[src/rtl/bomb_game_pkg.sv]
// Shared definitions for the bomb game controller.
//   state_e   : FSM state encoding; the numeric values are visible on the
//               controller's state output.
//   BCD_MAX   : largest digit the keypad may legally enter.
//   EXPIRED   : countdown value {tens,units} that signals underflow.
//   code_mask : selects the low 4*len bits that hold a len-digit code.
package bomb_game_pkg;

    typedef enum logic [1:0] {
        IDLE     = 2'd0,
        ARMED    = 2'd1,
        DEFUSED  = 2'd2,
        EXPLODED = 2'd3
    } state_e;

    localparam logic [3:0] BCD_MAX = 4'd9;
    localparam logic [7:0] EXPIRED = 8'hFF;

    function automatic logic [15:0] code_mask(input int unsigned len);
        code_mask = 16'hFFFF >> (16 - 4 * len);
    endfunction

endpackage

[src/rtl/code_entry.sv]
// Digit buffer for the defuse code.
// Collects accepted digits; when the CODE_LEN-th digit arrives it compares
// the full code with SECRET in that same cycle and pulses done (and match
// if equal) for one cycle, then starts a fresh attempt.
//   clk, rst : clock, async active-high reset
//   clr      : synchronous clear of buffer and count
//   accept   : digit is valid and allowed this cycle
//   digit    : BCD digit being accepted
//   done     : pulse, the final digit of an attempt was accepted
//   match    : pulse, qualifies done when the attempt equals SECRET
module code_entry
    import bomb_game_pkg::*;
#(
    parameter int unsigned CODE_LEN = 4,
    parameter logic [15:0] SECRET   = 16'h1234
) (
    input  logic       clk,
    input  logic       rst,
    input  logic       clr,
    input  logic       accept,
    input  logic [3:0] digit,
    output logic       done,
    output logic       match
);

    localparam logic [15:0] MASK = code_mask(CODE_LEN);
    localparam logic [2:0]  LAST = 3'(CODE_LEN - 1);

    // Only CODE_LEN-1 digits ever need to be stored; the last one is
    // compared straight from the input.
    logic [11:0] buf_q, buf_d;
    logic [2:0]  cnt_q, cnt_d;
    logic [15:0] code_now;

    always_comb begin
        code_now = {buf_q, digit};
        done     = accept && (cnt_q == LAST);
        match    = done && ((code_now & MASK) == (SECRET & MASK));
        buf_d    = buf_q;
        cnt_d    = cnt_q;
        if (clr || done) begin
            buf_d = '0;
            cnt_d = '0;
        end else if (accept) begin
            buf_d = code_now[11:0];
            cnt_d = cnt_q + 3'd1;
        end
    end

    always_ff @(posedge clk or posedge rst) begin
        if (rst) begin
            buf_q <= '0;
            cnt_q <= '0;
        end else begin
            buf_q <= buf_d;
            cnt_q <= cnt_d;
        end
    end

endmodule

[src/rtl/bomb_game_ctrl.sv]
// Bomb game controller: arm, enter a BCD defuse code against a countdown,
// with limited tries and a key lockout after each wrong attempt.
//   clk, rst        : clock, async active-high reset
//   btn_arm         : pulse; arms from IDLE, returns to IDLE after the game
//   key_valid/val   : keypad strobe and digit
//   cnt_s1, cnt_s2  : countdown units/tens; 8'hFF means time ran out
//   start           : countdown run enable (high exactly while ARMED)
//   success, boom   : game outcome flags, held until re-armed
//   state           : current FSM state
//   tries_left      : wrong attempts still allowed
//   lockout         : keys are being ignored after a wrong attempt
module bomb_game_ctrl
    import bomb_game_pkg::*;
#(
    parameter int unsigned CODE_LEN    = 4,
    parameter logic [15:0] SECRET      = 16'h1234,
    parameter int unsigned MAX_TRIES   = 3,
    parameter int unsigned PENALTY_CYC = 8
) (
    input  logic       clk,
    input  logic       rst,
    input  logic       btn_arm,
    input  logic       key_valid,
    input  logic [3:0] key_val,
    input  logic [3:0] cnt_s1,
    input  logic [3:0] cnt_s2,
    output logic       start,
    output logic       success,
    output logic       boom,
    output logic [1:0] state,
    output logic [1:0] tries_left,
    output logic       lockout
);

    state_e      state_q, state_d;
    logic [1:0]  tries_q, tries_d;
    logic [7:0]  pen_q, pen_d;
    logic        start_q, success_q, boom_q, lockout_q;
    logic        accept, expired, clr, done, match;

    assign accept  = (state_q == ARMED) && key_valid && (key_val <= BCD_MAX) && !lockout_q;
    assign expired = (state_q == ARMED) && ({cnt_s2, cnt_s1} == EXPIRED);
    assign clr     = (state_q == IDLE) && btn_arm;

    code_entry #(
        .CODE_LEN (CODE_LEN),
        .SECRET   (SECRET)
    ) u_code (
        .clk    (clk),
        .rst    (rst),
        .clr    (clr),
        .accept (accept),
        .digit  (key_val),
        .done   (done),
        .match  (match)
    );

    always_comb begin
        state_d = state_q;
        tries_d = tries_q;
        pen_d   = (pen_q != 8'd0) ? pen_q - 8'd1 : 8'd0;
        case (state_q)
            IDLE: begin
                if (btn_arm) begin
                    state_d = ARMED;
                    tries_d = 2'(MAX_TRIES);
                end
            end
            ARMED: begin
                // Running out of time wins over a correct final digit.
                if (expired) begin
                    state_d = EXPLODED;
                end else if (match) begin
                    state_d = DEFUSED;
                end else if (done) begin
                    tries_d = tries_q - 2'd1;
                    if (tries_q == 2'd1) state_d = EXPLODED;
                    else                 pen_d   = 8'(PENALTY_CYC);
                end
            end
            DEFUSED, EXPLODED: begin
                if (btn_arm) state_d = IDLE;
            end
            default: state_d = IDLE;
        endcase
        // Penalty only has meaning inside a running game.
        if (state_d != ARMED) pen_d = 8'd0;
    end

    always_ff @(posedge clk or posedge rst) begin
        if (rst) begin
            state_q   <= IDLE;
            tries_q   <= 2'd0;
            pen_q     <= 8'd0;
            start_q   <= 1'b0;
            success_q <= 1'b0;
            boom_q    <= 1'b0;
            lockout_q <= 1'b0;
        end else begin
            state_q   <= state_d;
            tries_q   <= tries_d;
            pen_q     <= pen_d;
            start_q   <= (state_d == ARMED);
            success_q <= (state_d == DEFUSED);
            boom_q    <= (state_d == EXPLODED);
            lockout_q <= (pen_d != 8'd0);
        end
    end

    assign state      = state_q;
    assign tries_left = tries_q;
    assign start      = start_q;
    assign success    = success_q;
    assign boom       = boom_q;
    assign lockout    = lockout_q;

endmodule

[config.mk]
export PLATFORM = sky130hd
export DESIGN_NAME = bomb_game_ctrl
export DESIGN_NICKNAME = d
export VERILOG_FILES = /design/src/rtl/bomb_game_pkg.sv /design/src/rtl/code_entry.sv /design/src/rtl/bomb_game_ctrl.sv
export SDC_FILE = /design/constraint.sdc
export NUM_CORES = 1
export LEC_CHECK = 0
export ABC_CLOCK_PERIOD_IN_PS = 1900
export BUFFER_PORTS_ARGS = -buffer_cell sky130_fd_sc_hd__buf_2
export CAP_MARGIN = 20
export CORE_ASPECT_RATIO = 0.75
export CORE_MARGIN = 4
export CORE_UTILIZATION = 25
export CTS_CLUSTER_DIAMETER = 100
export DETAILED_ROUTE_END_ITERATION = 10
export RECOVER_POWER = 50
export SYNTH_ARGS = -nofsm -noshare
export SYNTH_HDL_FRONTEND = slang
export SYNTH_SLANG_ARGS = --single-unit
[constraint.sdc]
create_clock -name clk -period 1.9 [get_ports clk]
set_clock_uncertainty 0.15 [all_clocks]
set_input_delay 0.095 -clock clk [delete_from_list [all_inputs] [get_ports clk]]
set_output_delay 0.095 -clock clk [all_outputs]
set_load 0.1 [all_outputs]
Yosys cells after proc, flatten, opt, wreduce, memory -nomap -nowiden
Cells that the tools add are included.
{"block": "word_totals", "output_inout_bits": 8, "ff_bits": 31, "input_bits": 16, "wordCells": 67}
{"block": "classes", "eq_ne": 15, "n_lt_le_gt_ge": 1, "muxes": 23, "n_reduce_logical": 16, "addsub": 3}
{"operator": "$mux 8", "count": 7}
{"operator": "$mux 12", "count": 2}
{"operator": "$mux 2", "count": 10}
{"operator": "$eq 16x13->1 const B", "count": 1}
{"operator": "$reduce_bool 8->1", "count": 2}
{"operator": "$eq 2x2->1 const B", "count": 4}
{"operator": "$eq 8x8->1 const B", "count": 1}
{"operator": "$ne 2x2->1 const B", "count": 4}
{"operator": "$sub 8x1->8 const B", "count": 1}
{"operator": "$logic_and 1x1->1", "count": 7}
{"operator": "$eq 2x1->1 const B", "count": 3}
{"operator": "$mux 3", "count": 2}
{"operator": "$pmux 2 s3", "count": 1}
{"operator": "$reduce_and 5->1", "count": 1}
{"operator": "$le 4x4->1 const B", "count": 1}
{"operator": "$pmux 2 s2", "count": 1}
{"operator": "$reduce_bool 2->1", "count": 2}
{"operator": "$add 3x1->3 const B", "count": 1}
{"operator": "$eq 3x2->1 const B", "count": 1}
{"operator": "$logic_not 2->1", "count": 1}
{"operator": "$ne 2x1->1 const B", "count": 1}
{"operator": "$reduce_or 2->1", "count": 1}
{"operator": "$sub 2x1->2 const B", "count": 1}
{"operator": "$logic_not 1->1", "count": 1}
{"operator": "$logic_or 1x1->1", "count": 1}

Depth between registers and ports, before layout
{"block": "depth", "ltp_word": 12, "depth_mapped": 7, "mapped_depth_nobuf": 7}

Modules after synthesis
Synthesis repeated with hierarchy kept, for this count alone.
{"block": "hier_totals", "cells_unflattened": 142, "area_unflattened_um2": 1559.0}
{"mod": "bomb_game_ctrl", "instances": 1, "area_per_inst_um2": 844.6, "cells_per_inst": 81, "seq_area_each_um2": 400.4}
{"mod": "code_entry", "instances": 1, "area_per_inst_um2": 714.4, "cells_per_inst": 61, "seq_area_each_um2": 375.4}

Worst setup path before layout
OpenSTA, ideal clock, no wires.
{"block": "synth_path", "path_kind": "register to register", "from": "register state_q[0], in the netlist state[0]", "to": "register tries_q[1], in the netlist tries_left[1]", "required_ns": 1.627, "path_stages_with_launch": 5, "n_path_buf": 0, "period_less_slack_ns": 2.534, "arrival_time_ns": 2.261, "setup_ns": 0.123, "path_slack_ns": -0.634, "path_cell_list": "dfrtp_1 > and4bb_2 > nand3_1 > or3_1 > o221a_2"}
{"block": "synth_between", "elab_chain_len": 8, "word_cells_on_any_way": 15, "classes_between": "eq/ne (5); mux (1); reduce/logical (9)"}
{"element": "start, declared", "line": "bomb_game_ctrl.sv:35", "source": "state_e state_q, state_d;"}
{"element": "start signal, assigned", "line": "bomb_game_ctrl.sv:100", "source": "state_q <= state_d;"}
{"element": "$eq 2x1->1", "line": "bomb_game_ctrl.sv:41, bomb_game_ctrl.sv:42, bomb_game_ctrl.sv:62"}
{"element": "$logic_and 1x1->1 (3 in series)", "line": "bomb_game_ctrl.sv:41", "source": "assign accept = (state_q == ARMED) && key_valid && (key_val <= BCD_MAX) && !lockout_q;"}
{"element": "$logic_and 1x1->1", "line": "code_entry.sv:37", "source": "done = accept && (cnt_q == LAST);"}
{"element": "$logic_and 1x1->1", "line": "code_entry.sv:38", "source": "match = done && ((code_now & MASK) == (SECRET & MASK));"}
{"element": "$ne 2x2->1 (no source line)"}
{"element": "$reduce_and 5->1 (no source line)"}
{"element": "end signal, assigned", "line": "bomb_game_ctrl.sv:101", "source": "tries_q <= tries_d;"}
{"element": "end, declared", "line": "bomb_game_ctrl.sv:36", "source": "logic [1:0] tries_q, tries_d;"}
Several ways; a longest one is shown, not always the timed one.
A chain may end at the register's enable or synchronous reset.

Worst setup path in the final report
{"block": "layout_path", "from": "register u_code.buf_q[4]", "to": "register lockout_q, in the netlist lockout"}
{"block": "layout_between", "elab_chain_len": 8, "word_cells_on_any_way": 11, "classes_between": "eq/ne (2); mux (7); reduce/logical (2)"}
{"element": "start, declared", "line": "code_entry.sv:31", "source": "logic [11:0] buf_q, buf_d;"}
{"element": "start signal, assigned", "line": "code_entry.sv:55", "source": "buf_q <= buf_d;"}
{"element": "$eq 16x13->1 (*)", "line": "code_entry.sv:38"}
{"element": "$logic_and 1x1->1 (*)", "line": "code_entry.sv:38"}
{"element": "$mux 2", "line": "bomb_game_ctrl.sv:73", "source": "end else if (match) begin"}
{"element": "$mux 2", "line": "bomb_game_ctrl.sv:71", "source": "if (expired) begin"}
{"element": "$pmux 2 s3", "line": "bomb_game_ctrl.sv:62", "source": "case (state_q)"}
{"element": "$ne 2x1->1", "line": "bomb_game_ctrl.sv:87", "source": "if (state_d != ARMED) pen_d = 8'd0;"}
{"element": "$mux 8 (*)", "line": "bomb_game_ctrl.sv:87"}
{"element": "$reduce_bool 8->1 (*)", "line": "bomb_game_ctrl.sv:106", "source": "lockout_q <= (pen_d != 8'd0);"}
{"element": "end signal, assigned", "line": "bomb_game_ctrl.sv:106"}
{"element": "end, declared", "line": "bomb_game_ctrl.sv:38", "source": "logic start_q, success_q, boom_q, lockout_q;"}
Every way passes the cells marked *; elsewhere a longest branch is shown, timed or not.

==> impl_metrics.env <==
export IMPL_initial_utilization=0.265
export IMPL_critPathTopFamily="compound AO/OA/AOI/OAI gates"
export IMPL_power_total_w=0.00267
export IMPL_htreeDepth=2
export IMPL_gp_congestion=0.732
export IMPL_grt_total_usage=0.112
export IMPL_worstPathArrival_ps=2160
export IMPL_crit_buf_inv=1
export IMPL_slowest_delay_ps=520
export IMPL_path_clk_slew_ps=70
export IMPL_worst_pin_slew_ps=789
export IMPL_port_buffers=23
export IMPL_die_w_microns=99.6
export IMPL_holdPathEnd="u_code.buf_q[1]"
export IMPL_area_growth_pct=46.7
export IMPL_die_area_sq_mm=0.00764
export IMPL_clk_latency_ps=280
export IMPL_clockRootBuffer="clkbuf_8"
export IMPL_cts_sinks=31
export IMPL_grt_pass1_vias=1320
export IMPL_ff2ff_setup_slack_ps=-250
export IMPL_pre_cts_ws_ps=-255
export IMPL_min_period_over_period=1.13
export IMPL_grt_pass1_wl_microns=6750
export IMPL_synth_top_area_frac=0.493
export IMPL_core_rowCount=24
export IMPL_synthFlopType="dfrtp_1"
export IMPL_r2r_cells=5
export IMPL_ys_types=44
export IMPL_cp_required_ps=1910
export IMPL_cts_tree="yes"
export IMPL_syn_cell_area_sq_mm=0.00157
export IMPL_synth_top_area_cell="dfrtp_1"
export IMPL_synth_seq_cells=31
export IMPL_power_density_mw_per_mm2=1150
export IMPL_async_flop_share=1.00
export IMPL_r2r_end="lockout"
export IMPL_power_leakage_nw=1.05
export IMPL_num_antenna_cells=0
export IMPL_grt_max_degree=32
export IMPL_synth_area_leaders="dfrtp_1, a22o_1, ha_1"
export IMPL_fin_setup_tns_ps=-3060
export IMPL_drc=0
export IMPL_antenna_found_initial=0
export IMPL_status="finished, violations left"
export IMPL_grt_overflow_total=0
export IMPL_first_iter_violations=81
export IMPL_nNetsFinal=228
export IMPL_finalSetupViolations=16
export IMPL_cts_buffers=5
export IMPL_critPathLaunchType="flip-flop"
export IMPL_clk_path_buf_depth=2
export IMPL_vias=1387
export IMPL_setup_ws_ps=-248
export IMPL_drt_total_wl_microns=4170
export IMPL_drive_above_1_share=0.442
export IMPL_syn_avg_cell_area_sq_um=11.4
export IMPL_synth_cells=138
export IMPL_synth_commonest_cells="dfrtp_1, a22o_1, inv_1, nor2_1, nor4_1"
export IMPL_endpoint_kind="flip-flop"
export IMPL_cp_slowest_cell="or4b_4"
export IMPL_reg2reg_from="u_code.buf_q[4]"
export IMPL_via_per_inst=4.85
export IMPL_fp_dieH_microns=76.7
export IMPL_hold_violations=0
export IMPL_irDropWorstVdd_uv=314
export IMPL_boundaryPins=24
export IMPL_synth_fp_nets=159
export IMPL_hold_class="input port to flip-flop"
export IMPL_synth_edf_count=0
export IMPL_synth_most_common_cell="dfrtp_1"
export IMPL_ant_nets=0
export IMPL_violations="setup timing"
export IMPL_crit_path_cell_trace="or4b_4, o41a_1, o21a_1, buf_4, o311a_1"
export IMPL_min_from="key_val[1]"
export IMPL_min_path_cells=3
export IMPL_grt_setup_unrepaired="true"
export IMPL_crit_type="flip-flop to flip-flop"
export IMPL_yosys_warnings=0
export IMPL_path_max_fanout=3
export IMPL_max_freq_ghz=0.466
export IMPL_drv_slew=0
export IMPL_fin_util=0.388
export IMPL_fillCellCount=584
export IMPL_maxCapViolations=0
export IMPL_max_slew_margin_rel=0.474
export IMPL_synth_seq_area_share=0.493
export IMPL_core_area_sq_mm=0.00595
export IMPL_firstDrtPassIters=4
export IMPL_fin_crit_ps=2150
export IMPL_dp_hpwl_microns=2990
export IMPL_wl_per_cell_microns=14.6
## cell families after synthesis
group / Yosys count / synth area share
muxes: 1 / 0.00715
and+or+nand+nor: 48 / 0.206
adders and majority gates: 5 / 0.0397
xor gates and xnor gates: 6 / 0.0334
DFF: 31 / 0.493
buffers and inverters: 14 / 0.0334
AOI/OAI and AO/OA: 33 / 0.188
## area by class of cell
class                           instances  area (sq um)  share of cell area
Multi-Input combinational cell         94           837               0.362
Timing Repair Buffer                   64           459               0.199
Sequential cell                        31           790               0.342
Inverter                               11          41.3              0.0179
Tap cell                               78          97.6              0.0423
Clock inverter                          2          12.5             0.00542
Clock buffer                            6          72.6              0.0314
## cells in the final DEF (no fill, tap or decap), types with 3 or more instances in the layout
| cell type | synthesis | final |
|---|---|---|
| buf_4 | 0 | 33 |
| dfrtp_1 | 31 | 26 |
| buf_2 | 0 | 23 |
| a22o_1 | 13 | 13 |
| inv_1 | 11 | 11 |
| nor2_1 | 10 | 10 |
| ha_1 | 5 | 5 |
| clkbuf_8 | 0 | 5 |
| nor4_1 | 7 | 4 |
| dlygate4sd3_1 | 0 | 4 |
| nand2_1 | 3 | 3 |
| or4b_4 | 2 | 3 |
| xor2_1 | 3 | 3 |
| nor3_1 | 4 | 3 |
| xnor2_1 | 3 | 3 |
| nor4_2 | 1 | 3 |
| dfrtp_4 | 0 | 3 |
## registers in the layout (all words and copies together) (netlist names)
signal / count
state: 2
u_code.buf_q: 12
boom: 1
u_code.cnt_q: 3
success: 1
lockout: 1
pen_q: 8
tries_left: 2
start: 1
## tightest hold or removal path: stages
cell and delay, ps:
buf_2 90, buf_4 110, a22o_2 120
## routing by layer
metal	vias up	track usage	routed length, microns
li1	673	-	-
met1	659	0.176	2160
met2	47	0.145	1680
met3	8	0.0290	264
met4	0	0.0382	57
met5	-	0	0
## report_power, final
group	leakage (nW)	total [W]	switching, W	internal, W
Clock	0.0412	0.000503	0.000248	0.000255
Combinational	0.620	0.00111	0.000486	0.000620
Sequential	0.392	0.00106	0.000180	0.000878
Total	1.05	0.00267	0.000913	0.00175
## worst max path at each step
stage                     slack, ps  cells past startpoint        to             from
after detailed placement       -250                      6   lockout  u_code.buf_q[7]
after floorplan                -150                      4  pen_q[3]  u_code.buf_q[4]
after global routing           -350                      6  pen_q[1]  u_code.buf_q[9]
final                          -250                      5   lockout  u_code.buf_q[4]
after CTS                      -260                      5   lockout  u_code.buf_q[4]
after global placement         -210                      4  pen_q[3]  u_code.buf_q[4]
## timing repair
item / in CTS / in global routing
pin swaps: 9 / 4
endpoints found under the hold margin: 34 / 0
resized for setup: 5 / 2
endpoints found under the setup margin: 17 / 16
cloned: 1 / 0
buffers inserted: 4 / 3
hold buffers: 4 / 0
## through the flow
stage / area, sq um / hold WS (ps) / std cells
floorplan: 1630 / 48.4 / 138
global placement: 2070 / 48.5 / 266
detailed placement: 2070 / 50.2 / 266
CTS: 2280 / 3.71 / 283
global route: 2310 / 8.97 / 286
finish: 2310 / 13.7 / 286
Power figures use the tool's default switching activity.
